`config.mk`:
```
export PLATFORM = sky130hd
export DESIGN_NAME = alu_arbiter_flat
export DESIGN_NICKNAME = d
export VERILOG_FILES = /design/src/rtl/alu_arbiter_pkg.sv /design/src/rtl/alu_arbiter_if.sv /design/src/rtl/alu_arbiter_core.sv /design/src/rtl/alu_arbiter.sv /design/src/flat_wrapper.sv
export SDC_FILE = /design/constraint.sdc
export NUM_CORES = 1
export LEC_CHECK = 0
export ABC_AREA = 1
export CAP_MARGIN = 20
export CORE_ASPECT_RATIO = 2
export CORE_MARGIN = 2
export CORE_UTILIZATION = 40
export DETAILED_ROUTE_END_ITERATION = 12
export PLACE_DENSITY = 0.64
export REMOVE_ABC_BUFFERS = 1
export SLEW_MARGIN = 40
export SYNTH_ARGS = -nofsm -noshare
export SYNTH_HDL_FRONTEND = slang
export SYNTH_SLANG_ARGS = --single-unit
```
`constraint.sdc`:
```
create_clock -name clk -period 1.9 [get_ports clk]
set_input_delay 0.38 -clock clk [delete_from_list [all_inputs] [get_ports clk]]
set_output_delay 0.38 -clock clk [all_outputs]
set_load 0.005 [all_outputs]
```
`src/rtl/alu_arbiter_pkg.sv`:
```
// ----------------------------------------------------------------------------
// alu_pkg
// Shared types for the ALU arbiter slice.
//   alu_op_e    : the sixteen 4-bit opcodes understood by the shared ALU
//   arb_state_e : arbiter sequencing states
//   MUL_ITER    : number of shift-add iterations a multiply takes
// ----------------------------------------------------------------------------
package alu_pkg;

   typedef enum logic [3:0] {
      OP_RED_OR  = 4'h0,
      OP_RED_AND = 4'h1,
      OP_RED_XOR = 4'h2,
      OP_OR      = 4'h3,
      OP_AND     = 4'h4,
      OP_XOR     = 4'h5,
      OP_GT      = 4'h6,
      OP_LT      = 4'h7,
      OP_NE      = 4'h8,
      OP_EQ      = 4'h9,
      OP_ADD     = 4'hA,
      OP_SUB     = 4'hB,
      OP_MUL     = 4'hC,
      OP_SHR     = 4'hD,
      OP_SHL     = 4'hE,
      OP_NOT     = 4'hF
   } alu_op_e;

   typedef enum logic [1:0] {
      ST_IDLE = 2'd0,
      ST_EXEC = 2'd1,
      ST_MUL  = 2'd2,
      ST_RESP = 2'd3
   } arb_state_e;

   localparam int MUL_ITER = 4;

endpackage

```
`src/rtl/alu_arbiter_if.sv`:
```
// ----------------------------------------------------------------------------
// alu_arbiter_if
// Request/response bundle between the requesting units and the ALU arbiter.
//   req_valid/req_ready : per-requester handshake (N_REQ bits each)
//   req_op/req_a/req_b  : 4-bit slices, slice i belongs to requester i
//   rsp_valid/rsp_ready : single shared response handshake
//   rsp_id              : index of the requester that owns the response
//   rsp_lo/rsp_hi       : result nibbles
// master = requester side, slave = arbiter side.
// ----------------------------------------------------------------------------
interface alu_arbiter_if #(
   parameter int N_REQ = 2,
   parameter int ID_W  = $clog2(N_REQ)
);

   logic [N_REQ-1:0]   req_valid;
   logic [N_REQ-1:0]   req_ready;
   logic [4*N_REQ-1:0] req_op;
   logic [4*N_REQ-1:0] req_a;
   logic [4*N_REQ-1:0] req_b;
   logic               rsp_valid;
   logic               rsp_ready;
   logic [ID_W-1:0]    rsp_id;
   logic [3:0]         rsp_lo;
   logic [3:0]         rsp_hi;

   modport master (
      output req_valid, req_op, req_a, req_b, rsp_ready,
      input  req_ready, rsp_valid, rsp_id, rsp_lo, rsp_hi
   );

   modport slave (
      input  req_valid, req_op, req_a, req_b, rsp_ready,
      output req_ready, rsp_valid, rsp_id, rsp_lo, rsp_hi
   );

endinterface

```
`src/rtl/alu_arbiter_core.sv`:
```
// ----------------------------------------------------------------------------
// alu_core
// Purely combinational 4-bit ALU. Produces an 8-bit result {hi,lo} for every
// opcode except multiply, which is sequenced by the arbiter itself.
//   i_op     : opcode
//   i_a, i_b : 4-bit operands
//   o_result : {hi,lo}; bits an opcode does not use are zero
// ----------------------------------------------------------------------------
module alu_core
   import alu_pkg::*;
(
   input  alu_op_e    i_op,
   input  logic [3:0] i_a,
   input  logic [3:0] i_b,
   output logic [7:0] o_result
);

   // Shifts work on the zero-extended byte so that bits shifted left past
   // the high nibble fall off and a shift amount of 8 or more yields zero.
   // Multiply is not computed here and reads as zero.
   always_comb begin
      o_result = '0;
      case (i_op)
         OP_RED_OR:  o_result[0]   = |i_a;
         OP_RED_AND: o_result[0]   = &i_a;
         OP_RED_XOR: o_result[0]   = ^i_a;
         OP_OR:      o_result[3:0] = i_a | i_b;
         OP_AND:     o_result[3:0] = i_a & i_b;
         OP_XOR:     o_result[3:0] = i_a ^ i_b;
         OP_GT:      o_result[0]   = (i_a > i_b);
         OP_LT:      o_result[0]   = (i_a < i_b);
         OP_NE:      o_result[0]   = (i_a != i_b);
         OP_EQ:      o_result[0]   = (i_a == i_b);
         OP_ADD:     o_result[4:0] = {1'b0, i_a} + {1'b0, i_b};
         OP_SUB:     o_result[3:0] = i_a - i_b;
         OP_MUL:     o_result      = '0;
         OP_SHR:     o_result      = {4'b0000, i_a} >> i_b;
         OP_SHL:     o_result      = {4'b0000, i_a} << i_b;
         OP_NOT:     o_result[3:0] = ~i_a;
         default:    o_result      = '0;
      endcase
   end

endmodule

```
`src/rtl/alu_arbiter.sv`:
```
// ----------------------------------------------------------------------------
// alu_arbiter
// Shares one 4-bit ALU between N_REQ requesters. A round-robin search picks a
// requester in IDLE, its opcode/operands are latched, the op runs on alu_core
// (one cycle) or on the internal shift-add multiplier (four cycles), and the
// result is presented on the shared response channel until consumed.
//   clk, rst  : clock, asynchronous active-high reset
//   bus       : alu_arbiter_if.slave (request and response handshakes)
//   grant_cnt : per-requester saturating accept counters, 16 bits each,
//               present only when ALU_ARB_STATS_EN is defined
// Parameters: N_REQ (2..8), ID_W (requester index width).
// ----------------------------------------------------------------------------
module alu_arbiter
   import alu_pkg::*;
#(
   parameter int N_REQ = 2,
   parameter int ID_W  = $clog2(N_REQ)
) (
   input  logic               clk,
   input  logic               rst,
   alu_arbiter_if.slave       bus
`ifdef ALU_ARB_STATS_EN
   ,
   output logic [16*N_REQ-1:0] grant_cnt
`endif
);

   arb_state_e       r_state;
   logic [ID_W-1:0]  r_lastGrant;
   alu_op_e          r_op;
   logic [3:0]       r_a;
   logic [3:0]       r_b;
   logic [7:0]       r_acc;
   logic [1:0]       r_mulCnt;
   logic             r_rspValid;
   logic [ID_W-1:0]  r_rspId;
   logic [3:0]       r_rspLo;
   logic [3:0]       r_rspHi;

   logic [3:0]       w_opArr [N_REQ];
   logic [3:0]       w_aArr  [N_REQ];
   logic [3:0]       w_bArr  [N_REQ];
   logic [N_REQ-1:0] w_grant;
   logic             w_grantAny;
   logic [ID_W-1:0]  w_grantId;
   logic             w_accept;
   logic [7:0]       w_coreResult;
   logic [7:0]       w_mulAddend;
   logic [7:0]       w_mulSum;

   // Unpack the flat request buses into per-requester nibbles so the
   // arbiter can select by index without variable part-selects.
   for (genvar g = 0; g < N_REQ; g++) begin : g_unpack
      assign w_opArr[g] = bus.req_op[4*g +: 4];
      assign w_aArr[g]  = bus.req_a[4*g +: 4];
      assign w_bArr[g]  = bus.req_b[4*g +: 4];
   end

   // Round-robin search: start one past the last winner and wrap around,
   // taking the first valid requester. Because the offset runs 1..N_REQ the
   // last winner is considered last, so a lone requester still wins.
   always_comb begin
      int idxInt;
      logic [ID_W-1:0] idx;
      idxInt     = 0;
      idx        = '0;
      w_grant    = '0;
      w_grantAny = 1'b0;
      w_grantId  = '0;
      for (int k = 1; k <= N_REQ; k++) begin
         idxInt = (int'(r_lastGrant) + k) % N_REQ;
         idx    = ID_W'(idxInt);
         if (!w_grantAny && bus.req_valid[idx]) begin
            w_grantAny   = 1'b1;
            w_grant[idx] = 1'b1;
            w_grantId    = idx;
         end
      end
   end

   // The grant is only offered while idle, and is forced low while reset is
   // asserted so that req_ready drops with reset rather than at the next edge.
   assign w_accept      = (r_state == ST_IDLE) && w_grantAny;
   assign bus.req_ready = ((r_state == ST_IDLE) && !rst) ? w_grant : '0;

   // One multiply iteration: add A shifted by the iteration index whenever
   // the matching bit of B is set.
   assign w_mulAddend = r_b[r_mulCnt] ? ({4'b0000, r_a} << r_mulCnt) : 8'd0;
   assign w_mulSum    = r_acc + w_mulAddend;

   alu_core u_core (
      .i_op     (r_op),
      .i_a      (r_a),
      .i_b      (r_b),
      .o_result (w_coreResult)
   );

   // Main sequencer. IDLE latches the winning request; EXEC registers the
   // combinational ALU result; MUL runs MUL_ITER shift-add steps and
   // registers the product on the last one; RESP holds the response until
   // the consumer takes it. Reset abandons any op in flight.
   always_ff @(posedge clk or posedge rst) begin
      if (rst) begin
         r_state     <= ST_IDLE;
         r_lastGrant <= ID_W'(N_REQ - 1);
         r_op        <= OP_RED_OR;
         r_a         <= '0;
         r_b         <= '0;
         r_acc       <= '0;
         r_mulCnt    <= '0;
         r_rspValid  <= 1'b0;
         r_rspId     <= '0;
         r_rspLo     <= '0;
         r_rspHi     <= '0;
      end else begin
         case (r_state)
            ST_IDLE: begin
               if (w_accept) begin
                  r_op        <= alu_op_e'(w_opArr[w_grantId]);
                  r_a         <= w_aArr[w_grantId];
                  r_b         <= w_bArr[w_grantId];
                  r_rspId     <= w_grantId;
                  r_lastGrant <= w_grantId;
                  r_acc       <= '0;
                  r_mulCnt    <= '0;
                  r_state     <= (w_opArr[w_grantId] == OP_MUL) ? ST_MUL : ST_EXEC;
               end
            end
            ST_EXEC: begin
               {r_rspHi, r_rspLo} <= w_coreResult;
               r_rspValid         <= 1'b1;
               r_state            <= ST_RESP;
            end
            ST_MUL: begin
               if (r_mulCnt == 2'(MUL_ITER - 1)) begin
                  {r_rspHi, r_rspLo} <= w_mulSum;
                  r_rspValid         <= 1'b1;
                  r_state            <= ST_RESP;
               end else begin
                  r_acc    <= w_mulSum;
                  r_mulCnt <= r_mulCnt + 2'd1;
               end
            end
            ST_RESP: begin
               if (bus.rsp_ready) begin
                  r_rspValid <= 1'b0;
                  r_state    <= ST_IDLE;
               end
            end
            default: r_state <= ST_IDLE;
         endcase
      end
   end

   assign bus.rsp_valid = r_rspValid;
   assign bus.rsp_id    = r_rspId;
   assign bus.rsp_lo    = r_rspLo;
   assign bus.rsp_hi    = r_rspHi;

`ifdef ALU_ARB_STATS_EN
   logic [15:0] r_grantCnt [N_REQ];

   // Count accept handshakes per requester, sticking at all-ones instead of
   // wrapping so a long-running count never looks small.
   always_ff @(posedge clk or posedge rst) begin
      if (rst) begin
         for (int i = 0; i < N_REQ; i++) begin
            r_grantCnt[i] <= '0;
         end
      end else begin
         for (int i = 0; i < N_REQ; i++) begin
            if (w_accept && w_grant[i] && (r_grantCnt[i] != 16'hFFFF)) begin
               r_grantCnt[i] <= r_grantCnt[i] + 16'd1;
            end
         end
      end
   end

   for (genvar g = 0; g < N_REQ; g++) begin : g_stats
      assign grant_cnt[16*g +: 16] = r_grantCnt[g];
   end
`endif

endmodule

```
`src/flat_wrapper.sv`:
```
// flat-port wrapper written by rule: the top's interface ports become plain ports
module alu_arbiter_flat import alu_pkg::*;
#(
   parameter int N_REQ = 2,
   parameter int ID_W  = $clog2(N_REQ)
)
  (clk, rst, bus_req_valid, bus_req_op, bus_req_a, bus_req_b, bus_rsp_ready, bus_req_ready, bus_rsp_valid, bus_rsp_id, bus_rsp_lo, bus_rsp_hi);
  alu_arbiter_if #(.N_REQ(N_REQ), .ID_W(ID_W)) bus_i ();
  input  logic clk;
  input  logic rst;
  input wire logic [$bits(bus_i.req_valid)-1:0] bus_req_valid;
  input wire logic [$bits(bus_i.req_op)-1:0] bus_req_op;
  input wire logic [$bits(bus_i.req_a)-1:0] bus_req_a;
  input wire logic [$bits(bus_i.req_b)-1:0] bus_req_b;
  input wire logic [$bits(bus_i.rsp_ready)-1:0] bus_rsp_ready;
  output wire logic [$bits(bus_i.req_ready)-1:0] bus_req_ready;
  output wire logic [$bits(bus_i.rsp_valid)-1:0] bus_rsp_valid;
  output wire logic [$bits(bus_i.rsp_id)-1:0] bus_rsp_id;
  output wire logic [$bits(bus_i.rsp_lo)-1:0] bus_rsp_lo;
  output wire logic [$bits(bus_i.rsp_hi)-1:0] bus_rsp_hi;
  assign bus_i.req_valid = bus_req_valid;
  assign bus_i.req_op = bus_req_op;
  assign bus_i.req_a = bus_req_a;
  assign bus_i.req_b = bus_req_b;
  assign bus_i.rsp_ready = bus_rsp_ready;
  assign bus_req_ready = bus_i.req_ready;
  assign bus_rsp_valid = bus_i.rsp_valid;
  assign bus_rsp_id = bus_i.rsp_id;
  assign bus_rsp_lo = bus_i.rsp_lo;
  assign bus_rsp_hi = bus_i.rsp_hi;
  alu_arbiter #(.N_REQ(N_REQ), .ID_W(ID_W)) u_core (.clk(clk), .rst(rst), .bus(bus_i));
endmodule
```
==> results of run 1 <==
[stage by stage]
step	setup TNS [ns]	setup WS, ns	hold WS, ns
finish	-1.573	-0.2056	0.4762
global placement	-3.394	-0.2539	0.4661
global route	-2.854	-0.3179	0.5162
detailed placement	-3.908	-0.3046	0.4654
CTS	-0.8161	-0.1425	0.4801
floorplan	-4.764	-0.4523	0.4554
[power by group through the flow]
| stage | Sequential (W) | Combinational [W] | Clock (W) |
|---|---|---|---|
| 2_1_floorplan | 0.00146 | 0.00295 | 0 |
| 6_report | 0.00141 | 0.00696 | 0.00108 |
| 3_5_place_dp | 0.00139 | 0.00561 | 0 |
| 5_1_grt | 0.00146 | 0.00765 | 0.00112 |
| 3_3_place_gp | 0.00137 | 0.00554 | 0 |
| 4_1_cts | 0.00140 | 0.00636 | 0.00109 |
[how the worst max path moves through the flow]
stage / depth (start not counted) / endpoint / startpoint / slack [ns]
after floorplan: 13 / u_core.r_acc[7]$_DFFE_PP0P_ / u_core.r_b[1]$_DFFE_PP0P_ / -0.45
after global placement: 13 / u_core.bus.rsp_lo[3]$_DFFE_PP0P_ / u_core.r_mulCnt[0]$_DFFE_PP0P_ / -0.25
after detailed placement: 12 / u_core.bus.rsp_hi[0]$_DFFE_PP0P_ / u_core.r_mulCnt[0]$_DFFE_PP0P_ / -0.30
after CTS: 13 / u_core.bus.rsp_hi[1]$_DFFE_PP0P_ / u_core.r_mulCnt[0]$_DFFE_PP0P_ / -0.14
after global routing: 13 / u_core.bus.rsp_hi[1]$_DFFE_PP0P_ / u_core.r_mulCnt[0]$_DFFE_PP0P_ / -0.32
final: 14 / u_core.bus.rsp_hi[1]$_DFFE_PP0P_ / u_core.r_mulCnt[0]$_DFFE_PP0P_ / -0.21
[flip-flops by register name (all words and copies together), names as in the netlist]
signal	cells
u_core.r_state	2
u_core.r_lastGrant	1
u_core.r_acc	8
u_core.r_op	4
u_core.bus.rsp_lo	4
u_core.r_mulCnt	2
u_core.r_a	4
u_core.bus.rsp_hi	4
u_core.bus.rsp_valid	1
u_core.r_b	4
u_core.bus.rsp_id	1
[layout make-up]
class                      count  area, um2
clock buffer                   5      125.1
inverter                      54      210.2
tap                           96      120.1
multi-input combinational    383       2382
clock inverter                 3      67.56
timing repair buffer         121       1086
sequential                    35      879.6
fill                         711       2957
[timing repair]
action,in CTS,in global routing
gates resized for setup,79,43
pin swaps,31,19
setup buffers,7,3
endpoints found under the setup margin,17,20
[cell usage in the layout, fill, tap and decap left out, types with 2 or more instances in the layout]
cell type and count:
nor2_4 5, ha_1 17, inv_1 36, ha_4 11
o21bai_1 2, clkdlybuf4s50_1 38, o21ai_0 16, buf_12 3
a31oi_1 10, nand2_1 134, dfrtp_1 32, o21ai_2 8
o21ai_4 2, a21oi_2 9, o21ai_1 13, inv_2 15
inv_4 3, nand3_1 31, buf_6 11, nor2_2 4
dfrtp_2 2, ha_2 2, nand3_2 9, nand4_1 9
a21oi_4 2, nand2_2 15, clkbuf_16 5, nor2_1 51
buf_4 67, a21oi_1 18, fa_2 3, bufinv_16 2
[critical path, delay by kind of cell, from the launching register on]
family | cells | cell delay (ns)
AO/OA/AOI/OAI | 5 | 0.49
flip-flops | 1 | 0.44
AND/OR/NAND/NOR | 5 | 0.44
buffers and inverters | 3 | 0.31
adder cells (fa/ha/maj) | 1 | 0.31
[cells by family after synthesis]
kind of cell / count (synthesis) / share of synthesized area
and+or+nand+nor: 264 / 0.3528
AOI/OAI and AO/OA: 85 / 0.1468
buffers and inverters: 66 / 0.08366
DFF: 35 / 0.2766
adders and majority gates: 33 / 0.1373
xor gates and xnor gates: 1 / 0.002763
[per-layer routing]
metal / part of all wire / GRT usage / up-vias
met5: 0 / 0 / -
met4: 0.044 / 0.1212 / 0
met3: 0.035 / 0.03017 / 33
met2: 0.53 / 0.4341 / 105
met1: 0.39 / 0.2674 / 1615
li1: - / - / 1823
==> impl_results.md, run 1 <==
* GRT Util Overall at 0.2399
* Die area at 8698 um2
* CP max-delay cell: dfrtp_2
* CP max stage delay at 0.44 ns
* Violated checks: negative setup slack
* # diodes at 0
* Internal power at 0.005080 W
* Worst R2R End: u_core.bus.rsp_hi[1]$_DFFE_PP0P_
* Worst Hold Depth at 2
* Post-synthesis cell type count at 35
* CTS tree: done
* Setup slack after layout at -0.2056 ns
* Sw frac at 0.4625
* Syn Inst Count at 484
* Antenna viol nets, final at 0
* IO Pins at 41
* Required time worst endpoint at 2.07 ns
* Clock sinks at 35
* Tmin final at 2.106 ns
* WHS Endpoint: u_core.bus.rsp_id$_DFFE_PP0P_
* CTS root buffer: clkbuf_16
* Yosys top cell by area: dfrtp_1
* Drt pass-1 iters at 6
* Worst r2r src: u_core.r_mulCnt[0]$_DFFE_PP0P_
* Clk slew on worst S/H paths at 0.06 ns
* Final nets at 662
* Rows at 46
* Max clock buf depth at 2
* Initial antenna violation count at 0
* First-pass GRT wire length at 15930 um
* Fin. Hold Viols at 0
* CTS H-tree lvls at 2
* Seq cells post-synth at 35
* R2r worst-path depth at 14
* Post-synthesis async set-or-reset flop share at 1.000
* DRC viols at 0
* Post-detail-place hpwl at 7357 um
* Total number of vias at 3576
* Worst vdd ir at 1.107 mV
* GRT overflow at 0
* Leak at 2.368 nW
* Status: complete, but fails checks
* Ratio of cells with drive above 1 in the final layout at 0.3078
* Overall power at 0.009451 W
* Initial DRC Count at 195
* Core area at 7828 um2
* Fmax at 0.4749 GHz
* Worst Skew at 0.005585 ns
* Port buffer count at 40
* Pwr/cell area at 1940 nW/um2
* Max_cap viols at 0
* Warnings from Yosys at 0
* DP Area at 4199 um2
* Worst-path cell chain: buf_6, nand2_1, o21ai_4, nor2_1, o21ai_1, inv_1, ha_4, nand2_1, inv_2, nand4_1, nand2_1, a21oi_1, o21ai_1, a21oi_1
* Seq pwr share at 0.149
* Crit path kind: flop to flop
* Post-cts hold buffer count at 0
* Relative slew slack at 0.7000
* Vias in the first global route at 3502
* Worst path arrival time at 2.28 ns
* Clock share of power at 0.114
* Least-Margin Pin Slew at 0.4501 ns
* Setup-failing EPs final at 14
* CTS buffer count at 5
* Via density at 5.131
* Final number of max-transition violations at 0
* Maximum net fanout on the critical path at 6
* Utilization after layout at 0.6223
* EDFF count, synth at 0
* Syn_area_per_cell at 6.551 um2
* Final Non-Filler Cells at 697
* HP Class: flop to flop
* Most frequent cell after synthesis: nand2_1
* Endpoint class of the critical path: flop
* Comb power frac at 0.737
* Reg2reg setup slack at -0.21 ns
* Global placement routability congestion at 0.9310
* Mapped Area at 3171 um2
* Fin crit share at 1.108
* Post-synth top area share at 0.2684
* Die span in x at 66.96 um
* CP most frequent cell: nand2_1
* Dominant synthesized flop cell: dfrtp_1
* Clock Latency Late Sink at 0.29 ns
* Seq/Total Area, Yosys at 0.2766
* Die Y at 129.9 um
* RSZ-0062 raised after global routing: yes
* WL/cell at 13.93 um
* Fin area at 4871 um2
* Placed cell count at 679
* Synth top area cells: dfrtp_1, nand2_1, ha_1
* Net switching power figure at 0.004371 W
* WL final at 9711 um
* Min-delay src: u_core.bus.rsp_id$_DFFE_PP0P_
* Area growth syn-to-layout at 53.63%
* Largest net degree at the start of global routing at 36
* Initial Util at 0.4051
* Most instantiated cells after synthesis: nand2_1, nor2_1, inv_1
* CP Launch Type: flop
No activity file was read; power rests on OpenSTA's default activity.
==> run 2, diff against run 1 <==
Settings changed: ABC_CLOCK_PERIOD_IN_PS from default to 1900.
==> results of run 2 <==
No change in the layout: final DEF, timing and power equal those of run 1.
==> run 3, diff against run 2 <==
--- a/config.mk
+++ b/config.mk
@@ -7,3 +7,3 @@
 export LEC_CHECK = 0
-export ABC_AREA = 1
+export ABC_AREA = 0
 export ABC_CLOCK_PERIOD_IN_PS = 1900
@@ -19,2 +19,3 @@
 export SYNTH_HDL_FRONTEND = slang
+export SYNTH_HIERARCHICAL = 1
 export SYNTH_SLANG_ARGS = --single-unit
--- a/constraint.sdc
+++ b/constraint.sdc
@@ -3,2 +3,2 @@
 set_output_delay 0.38 -clock clk [all_outputs]
-set_load 0.005 [all_outputs]
+set_load 0.02 [all_outputs]
==> impl_results.md, run 3 <==
* Status: complete, but fails checks
* Crit path kind: flop to flop
* Warnings from Yosys at 6
* CP max stage delay at 0.41 ns
* Leak at 2.181 nW
* Internal power at 0.004582 W
* Seq/Total Area, Yosys at 0.2715
* Setup slack after layout at -0.5136 ns
* CP max-delay cell: or4_1
* CTS tree: done
* Dominant synthesized flop cell: dfrtp_1
* Die area at 8855 um2
* Tmin final at 2.414 ns
* Setup-failing EPs final at 14
* Initial Util at 0.4097
* Largest register FFs at 8
* Post-synthesis async set-or-reset flop share at 1.000
* # diodes at 0
* HP Class: flop to flop
* Relative slew slack at 0.6926
* Final nets at 559
* Clock share of power at 0.094
* Die span in x at 67.55 um
* Pwr/cell area at 1753 nW/um2
* Via density at 5.655
* Global placement routability congestion at 1.026
* Clk slew on worst S/H paths at 0.05 ns
* WL final at 10660 um
* Endpoint class of the critical path: flop
* Violated checks: negative setup slack
* Worst Skew at 0.002922 ns
* First-pass GRT wire length at 17310 um
* Syn_area_per_cell at 8.684 um2
* Die Y at 131.1 um
* Worst vdd ir at 0.9446 mV
* Fin area at 4770 um2
* Port buffer count at 40
* Utilization after layout at 0.6049
* Drt pass-1 iters at 4
* Most instantiated cells after synthesis: nand2_1, dfrtp_1, ha_1
* CP Launch Type: flop
* Seq cells post-synth at 35
* RSZ-0062 raised after global routing: yes
* CTS root buffer: clkbuf_16
* DP Area at 4335 um2
* Rows at 46
* Ratio of cells with drive above 1 in the final layout at 0.3313
* Least-Margin Pin Slew at 0.4611 ns
* DRC viols at 0
* Maximum net fanout on the critical path at 7
* Post-synth top area share at 0.2634
* Fin crit share at 1.270
* Overall power at 0.008363 W
* Most frequent cells in the layout: buf_4, nand2_1, clkdlybuf4s50_1
* Most common cell after layout, fill and taps aside: buf_4
* Fin. Hold Viols at 0
* Final Non-Filler Cells at 594
* Syn Inst Count at 372
* Largest net degree at the start of global routing at 36
* Worst Hold Depth at 2
* Setup TNS at -4.812 ns
* Placed cell count at 578
* IO Pins at 41
* Final number of max-transition violations at 0
* CTS buffer count at 5
* Seq pwr share at 0.161
* Worst path arrival time at 2.63 ns
* Worst-path cell chain: buf_12, mux2_2, nand2_1, o21ai_0, and2_4, ha_4, a21o_1, nand3_1, and3b_2, or4_1, nand3_1
* CTS H-tree lvls at 2
* Yosys top cell by area: dfrtp_1
* Most frequent cell after synthesis: nand2_1
* Max clock buf depth at 2
* Max_cap viols at 0
* Area growth syn-to-layout at 47.64%
* Clock sinks at 35
* Fmax at 0.4143 GHz
* Net switching power figure at 0.003782 W
* Total number of vias at 3359
* CP most frequent cell: nand3_1
* GRT overflow at 0
* Sw frac at 0.4522
* Core area at 7885 um2
* R2r worst-path depth at 11
* Antenna viol nets, final at 0
* Comb power frac at 0.744
* EDFF count, synth at 0
* Post-detail-place hpwl at 8530 um
* Mapped Area at 3231 um2
* Initial antenna violation count at 0
* Synth top area cells: dfrtp_1, ha_1, mux2i_1
* Most flop-heavy register: u_core/r_acc
* Post-synthesis cell type count at 74
* Required time worst endpoint at 2.12 ns
* Clock Latency Late Sink at 0.29 ns
* Initial DRC Count at 103
* GRT Util Overall at 0.2634
* Vias in the first global route at 3640
* WL/cell at 17.95 um
## run 3: cell count changes after synthesis, moves of 7 or more
cell     change
o21ai_1     +15
nor2_1      -39
nand2_1     -96
a21oi_1     -13
o21ai_0     -14
nand3_1     -27
inv_1       -30
nand2_2      -7
mux2i_1     +21
## run 3: stage by stage
stage	hold slack, ns	worst slack [ns]
floorplan	0.4530	-0.7083
global placement	0.4659	-0.5260
detailed placement	0.4708	-0.5817
CTS	0.4877	-0.4760
global route	0.5066	-0.5958
finish	0.4831	-0.5136
## run 3: kinds of logic after synthesis
family,count (synthesis),share of synthesized area
and+or+nand+nor,122,0.2026
AOI/OAI and AO/OA,111,0.2335
buffers and inverters,39,0.05693
DFF,35,0.2715
adders and majority gates,33,0.1348
muxes,24,0.07901
xor gates and xnor gates,8,0.02169
## run 3: repair_timing
action | CTS | global route
hold buffers | 0 | 0
endpoints found under the setup margin | 17 | 17
buffers inserted | 6 | 3
pin swaps | 21 | 16
gates resized for setup | 48 | 17
## run 3: worst max-delay path: cells and delay by family (launching register included)
kind	cells	cell delay, ns
AOI/OAI and AO/OA	2	0.21
adders and majority gates	1	0.28
buffers and inverters	1	0.15
DFF	1	0.39
muxes	1	0.27
and+or+nand+nor	6	1.03
## run 3: final cells by class
| cell class | instances | area, um2 |
|---|---|---|
| clock buffer | 7 | 132.6 |
| clock inverter | 1 | 5.005 |
| fill | 678 | 3115 |
| inverter | 20 | 85.08 |
| multi-input combinational | 298 | 2379 |
| sequential | 35 | 878.3 |
| tap | 96 | 120.1 |
| timing repair buffer | 137 | 1170 |
## run 3: layer usage
metal | track usage | wire length (um) | part of all wire
met1 | 0.2366 | 3499 | 0.33
met2 | 0.5023 | 6039 | 0.57
met3 | 0.03245 | 268 | 0.025
met4 | 0.2005 | 853 | 0.080
met5 | 0 | 0 | 0
## run 3: worst paths after layout
check	startpoint	end	slack (ns)
setup / recovery	u_core/r_a[1]$_DFFE_PP0P_	u_core/bus.rsp_hi[3]$_DFFE_PP0P_	-0.51
hold / removal	u_core/bus.rsp_lo[1]$_DFFE_PP0P_	u_core/bus.rsp_lo[1]$_DFFE_PP0P_	0.48
setup reg to reg	u_core/r_a[1]$_DFFE_PP0P_	u_core/bus.rsp_hi[3]$_DFFE_PP0P_	-0.51
hold reg to reg	u_core/bus.rsp_lo[1]$_DFFE_PP0P_	u_core/bus.rsp_lo[1]$_DFFE_PP0P_	0.48
max in group asynchronous	rst	u_core/r_a[2]$_DFFE_PP0P_	1.01
min in group asynchronous	rst	u_core/r_state[1]$_DFFE_PP0P_	0.55
## run 3: power groups by stage
stage	sequential (W)	combinational, W	clock (W)
after floorplan	0.00162	0.00265	0
after global placement	0.00133	0.00538	0
after detailed placement	0.00135	0.00550	0
after CTS	0.00135	0.00601	0.000805
after global routing	0.00139	0.00675	0.000834
final	0.00135	0.00622	0.000789
==> RTL change 1: new RTL, flow settings as in run 1 <==
`N_REQ` is set to 2 in 3 places; all go to 4. Comments in the files are not updated.
--- a/src/rtl/alu_arbiter_if.sv
+++ b/src/rtl/alu_arbiter_if.sv
@@ -11,3 +11,3 @@
 interface alu_arbiter_if #(
-   parameter int N_REQ = 2,
+   parameter int N_REQ = 4,
    parameter int ID_W  = $clog2(N_REQ)
--- a/src/rtl/alu_arbiter.sv
+++ b/src/rtl/alu_arbiter.sv
@@ -15,3 +15,3 @@
 #(
-   parameter int N_REQ = 2,
+   parameter int N_REQ = 4,
    parameter int ID_W  = $clog2(N_REQ)
--- a/src/flat_wrapper.sv
+++ b/src/flat_wrapper.sv
@@ -3,3 +3,3 @@
 #(
-   parameter int N_REQ = 2,
+   parameter int N_REQ = 4,
    parameter int ID_W  = $clog2(N_REQ)
Interface: changed (6 resized); port bits go from 41 to 70. No check against the original RTL was run, so the function may have changed too.
==> RTL change 1 against run 1 <==
- the flow still finishes with violations (negative setup slack)
- sequential cell count is 2 higher
- setup slack worse by 0.46 ns
- area after synthesis is 23% higher
- cell area is 36% higher
- via count is 31% higher
- wire length is 58% higher
- global-route usage is 4.8 points higher
Power is left out: the tool's default activity adds up to more than one toggle a clock period on the data nets, which glitch-free logic cannot reach.
==> RTL change 1: results (changes against run 1) <==
stage,metric,value,unit,change
global_routing,use_met2,56.91,%,+13 points
finish,largest_reg_flops,8,,unchanged
outcome,status,finished with violations,,
logic_synthesis,synth_commonest_cells,"127 x nand2_1, 84 x inv_1, 73 x nor2_1",,
clocking,cts_buffer_depth,2,,unchanged
timing,finClkSkew,0.004275,ns,-0.001311 ns
setup_path,cp_slowest_cell,dfrtp_2,,
setup_path,crit_family,simple AND/OR/NAND/NOR gates,,
global_routing,grtUsageMet1,25.73,%,-1.0 points
routing,drt_iter0_drc,163,,-16%
logic_synthesis,ys_warn_count,0,,unchanged
finish,multi_input_area,3154,sq um,+32%
routing,first_pass_iters,4,,-2
logic_synthesis,yosysSeqAreaShare,23.84,%,-3.8 points
global_routing,grt_max_degree,38,,+5.6%
placed_design,dp_hpwl,11300,microns,+54%
finish,regMostFlops,u_core.r_acc,,
worst_hold_path,hp-class,in2async,,
setup_path,max_stage_delay,0.46,ns,+0.02 ns
finish,nFillCells,768,,+8.0%
timing,setup_viol,40,,+26
global_routing,grtUsageMet3,2.735,%,-0.28 points
global_routing,grt_pass1_vias,4730,,+35%
timing,tightest_slew,0.5582,ns,+0.1081 ns
placed_design,dpl-instance-area,5355,sq um,+28%
logic_synthesis,synth.distinct_cells,53,,+51%
global_routing,grt_usage,28.83,%,+4.8 points
placed_design,place_congestion,0.9922,,+6.6%
timing,setup_ws,-0.6686,ns,-0.4631 ns
setup_path,path_max_fanout,5,,-1
routing,vias_per_cell,5.194,,+1.2%
logic_synthesis,synthTopCellsByArea,"dfrtp_1 22%, nand2_1 12%, ha_1 12%, inv_1 8.1%, nor2_1 7.0%",,
placed_design,post-place-ws,-0.8727,ns,-0.5682 ns
finish,layout-drive-gt1-share,37.16,%,+6.4 points
routing,routedWlPerCell,17.04,microns,+22%
finish,nets,862,,+30%
global_routing,grt_first_pass_wirelength,23130,microns,+45%
clocking,clkLatencyLatePin,0.29,ns,about the same
finish,n_antenna_cell,0,,unchanged
placed_design,io_buffers,69,,+73%
outcome,failed_checks,negative setup slack,,
[RTL change 1: cell types whose count changed after synthesis, moves of 5 or more]
cell / change
nand3_2: +5
o311ai_1: +6
a21oi_1: -5
nand2_1: -15
o21ai_0: +17
nand3_1: -11
nand4_1: -5
o22ai_1: +6
inv_1: +37
nor2_1: +16
ha_1: +8
o21a_1: +5
nand2_4: +5
[RTL change 1: routing by layer]
metal	routed length (microns)	vias up
li1	-	2267
met1	4799	2199
met2	9064	145
met3	425	58
met4	1028	0
met5	0	-
[RTL change 1: repair_timing]
| item | 4_1_cts | 5_1_grt |
|---|---|---|
| pin swaps | 54 | 48 |
| setup buffers | 35 | 12 |
| cloned | 2 | 2 |
| hold buffers | 0 | 0 |
| resized for setup | 178 | 71 |
| endpoints found under the setup margin | 40 | 40 |
[RTL change 1: through the flow]
stage,instances,TNS (ns)
3_5_place_dp,852,-23.43
3_3_place_gp,852,-20.97
4_1_cts,887,-16.50
5_1_grt,899,-23.71
6_report,899,-20.26
2_1_floorplan,562,-18.21
[RTL change 1: path summary, 6_finish.rpt]
| kind | slack [ns] | to | cells past startpoint | start |
|---|---|---|---|---|
| min | 0.48 | u_core.r_mulCnt[1] | 3 | rst |
| max in group asynchronous | 1.17 | u_core.r_lastGrant[1] | 3 | rst |
| max reg2reg | -0.67 | u_core.bus.rsp_hi[2] | 16 | u_core.r_mulCnt[0] |
| min reg2reg | 0.50 | u_core.r_acc[4] | 2 | u_core.r_acc[4] |
| min in group clk | 0.50 | u_core.r_acc[4] | 2 | u_core.r_acc[4] |
| max | -0.67 | u_core.bus.rsp_hi[2] | 16 | u_core.r_mulCnt[0] |
[RTL change 1: cells by family (layout without fill, tap and decap cells)]
logic type	after synthesis	in the layout	synth area share [%]
simple gates	262	263	30.11
compound gates	128	128	19.99
buf+inv	103	294	11.37
fa+ha+maj	41	41	13.75
flops	37	37	23.84
xor+xnor	3	3	0.6749
mux	1	1	0.2571
[RTL change 1: final cells by class]
| cell class | count | area share [%] |
|---|---|---|
| Multi-Input combinational cell | 436 | 47.58 |
| Timing Repair Buffer | 194 | 27.08 |
| Sequential cell | 37 | 14.08 |
| Inverter | 90 | 5.812 |
| Tap cell | 132 | 2.491 |
| Clock buffer | 6 | 2.095 |
| Clock inverter | 2 | 0.5661 |
| Timing Repair inverter | 2 | 0.3019 |
[RTL change 1: worst reg2reg max path: cells and delay by family (launching register included)]
family | cells | cell delay, ns
XOR/XNOR | 1 | 0.15
adder cells (fa/ha/maj) | 1 | 0.35
buffers and inverters | 3 | 0.41
flip-flops | 1 | 0.46
AND/OR/NAND/NOR | 8 | 0.79
AO/OA/AOI/OAI | 3 | 0.36
==> RTL change 2: new RTL, config.mk and constraints of run 1 <==
Made on the original files. Encoding of `arb_state_e`: now one-hot (4 bits for 4 states).
--- a/src/rtl/alu_arbiter_pkg.sv
+++ b/src/rtl/alu_arbiter_pkg.sv
@@ -28,7 +28,7 @@
 
-   typedef enum logic [1:0] {
-      ST_IDLE = 2'd0,
-      ST_EXEC = 2'd1,
-      ST_MUL  = 2'd2,
-      ST_RESP = 2'd3
+   typedef enum logic [3:0] {
+      ST_IDLE = 4'b0001,
+      ST_EXEC = 4'b0010,
+      ST_MUL  = 4'b0100,
+      ST_RESP = 4'b1000
    } arb_state_e;
Check against the original RTL: no difference found for any inputs over 4 cycles, from zero or initial values and one cycle with rst high; so few cycles prove little.
==> RTL change 2 against run 1 <==
- the flow still finishes with violations (negative setup slack)
- combinational power decreased by 25%
- cell area down 3.3%
- clock skew down 0.00057 ns
- utilization down 2.0 points
- sequential cell count grew 2
- global-route usage down 1.2 points
- area after synthesis rose by 0.20%
- largest cell class unchanged
- first-iteration DRC count grew 43%
- die area increased by 0.19%
- wire length fell by 3.7%
- setup slack lost 0.059 ns
- total power decreased by 20%
==> RTL change 2: results (changes against run 1) <==
stage,metric,value,unit,change
setup_path,max_stage_delay,0.47,ns,+0.03 ns
logic_synthesis,synthTopCellsByArea,"dfrtp_1 28%, nand2_1 17%, ha_1 9.8%, nor2_1 6.0%, inv_1 5.7%",,
power_and_ir_drop,p_leak,2.298,nW,-3.0%
placed_design,post-place-ws,-0.3737,ns,-0.06914 ns
routing,vias_per_cell,5.129,,about the same
finish,multi_input_area_share,49.08,%,+0.18 points
placed_design,place_congestion,0.9081,,-2.5%
finish,seq-cell-share,19.76,%,+1.7 points
setup_path,cp.arrival,2.38,ns,+0.10 ns
finish,layout.non_clock_inverters,56,,+3.7%
finish,final_cells,676,,-3.0%
routing,first_pass_iters,5,,-1
global_routing,grt_usage,22.78,%,-1.2 points
logic_synthesis,yosysSeqAreaShare,29.22,%,+1.6 points
routing,routedWlPerCell,13.84,microns,-0.66%
outcome,status,finished with violations,,
placed_design,dpl-instance-area,4069,sq um,-3.1%
timing,max_freq,462.1,MHz,-2.7%
finish,n_antenna_cell,0,,unchanged
global_routing,grt_pass1_vias,3291,,-6.0%
global_routing,grt_max_degree,38,,+5.6%
global_routing,antenna_found_initial,0,,unchanged
logic_synthesis,avgSynthCellArea,6.688,sq um,+2.1%
outcome,failed_checks,negative setup slack,,
logic_synthesis,synth.distinct_cells,33,,-5.7%
finish,nMultiInputCombCells,370,,-3.4%
logic_synthesis,synth_commonest_cells,"143 x nand2_1, 51 x nor2_1, 48 x inv_1",,
finish,buffer_area_share,20.35,%,-2.0 points
logic_synthesis,synth-main-ff-cell,dfrtp_1,,
clocking,clockRootBuffer,clkbuf_16,,
finish,seq_cell_count,37,,+5.7%
power_and_ir_drop,vdd_drop_max,785.9,uV,-29%
clocking,clkLatencyLatePin,0.29,ns,about the same
placed_design,dp_cells,657,,-3.2%
timing,setup_ws,-0.2642,ns,-0.05863 ns
global_routing,overflow,0,,unchanged
finish,nonClockBufferCount,109,,-9.9%
finish,nFillCells,742,,+4.4%
floorplan,die_w,67.02,microns,about the same
global_routing,grt_first_pass_wirelength,15120,microns,-5.0%
finish,final.clkbuf_count,6,,+1
finish,layout-drive-gt1-share,31.55,%,+0.77 points
placed_design,dp_hpwl,6796,microns,-7.6%
timing,finClkSkew,0.005011,ns,-0.0005742 ns
finish,design_area,4711,sq um,-3.3%
timing,fin_setup_tns,-2.198,ns,-0.6244 ns
finish,nets,636,,-3.9%
logic_synthesis,ys_warn_count,0,,unchanged
finish,clkCellAreaFrac,3.745,%,-0.21 points
timing,setup_viol,13,,-1
routing,drt_iter0_drc,279,,+43%
timing,relSlewSlack,67.21,%,-2.8 points
## RTL change 2: changes by cell type in the layout (fill, tap and decap cells not counted), moves of 5 or more
cell     delta
a21oi_1     -6
buf_4       -9
nand3_2     -6
nor2_1     -10
nor2_2      +5
o21ai_0     +6
o21ai_1     -8
o21ai_2     +5
## RTL change 2: power breakdown
group / internal (W) / switching (W)
Sequential: 0.00111 / 0.000247
Combinational: 0.00233 / 0.00289
Clock: 0.000656 / 0.000359
## RTL change 2: worst paths after layout
path / slack, ns / cells after the start / from / endpoint
max in group asynchronous: 1.13 / 3 / rst / u_core.r_lastGrant
min in group asynchronous: 0.53 / 3 / rst / u_core.r_state[1]
min: 0.49 / 2 / u_core.bus.rsp_id / u_core.bus.rsp_id
max reg2reg: -0.26 / 13 / u_core.r_mulCnt[0] / u_core.bus.rsp_hi[2]
max: -0.26 / 13 / u_core.r_mulCnt[0] / u_core.bus.rsp_hi[2]
min reg2reg: 0.49 / 2 / u_core.bus.rsp_id / u_core.bus.rsp_id
## RTL change 2: repair_timing
action                     CTS  global route
pin swaps                   23            36
setup endpoints to repair   16            19
cloned                       0             0
resized for setup           72            50
buffers inserted             7             4
## RTL change 2: cell families (layout without fill, tap and decap cells)
family,after synthesis,in the layout,share of synthesized area [%]
XOR/XNOR,1,1,0.2757
flip-flops,37,37,29.22
AO/OA/AOI/OAI,88,88,15.87
AND/OR/NAND/NOR,251,251,33.24
buffers and inverters,68,173,9.019
adder cells (fa/ha/maj),28,28,11.74
multiplexers,2,2,0.6302
## RTL change 2: per-layer routing
metal / routed length [microns] / GRT usage [%]
met2: 4705 / 38.61
met1: 3714 / 26.93
met5: 0 / 0
met4: 434 / 12.85
met3: 502 / 3.017
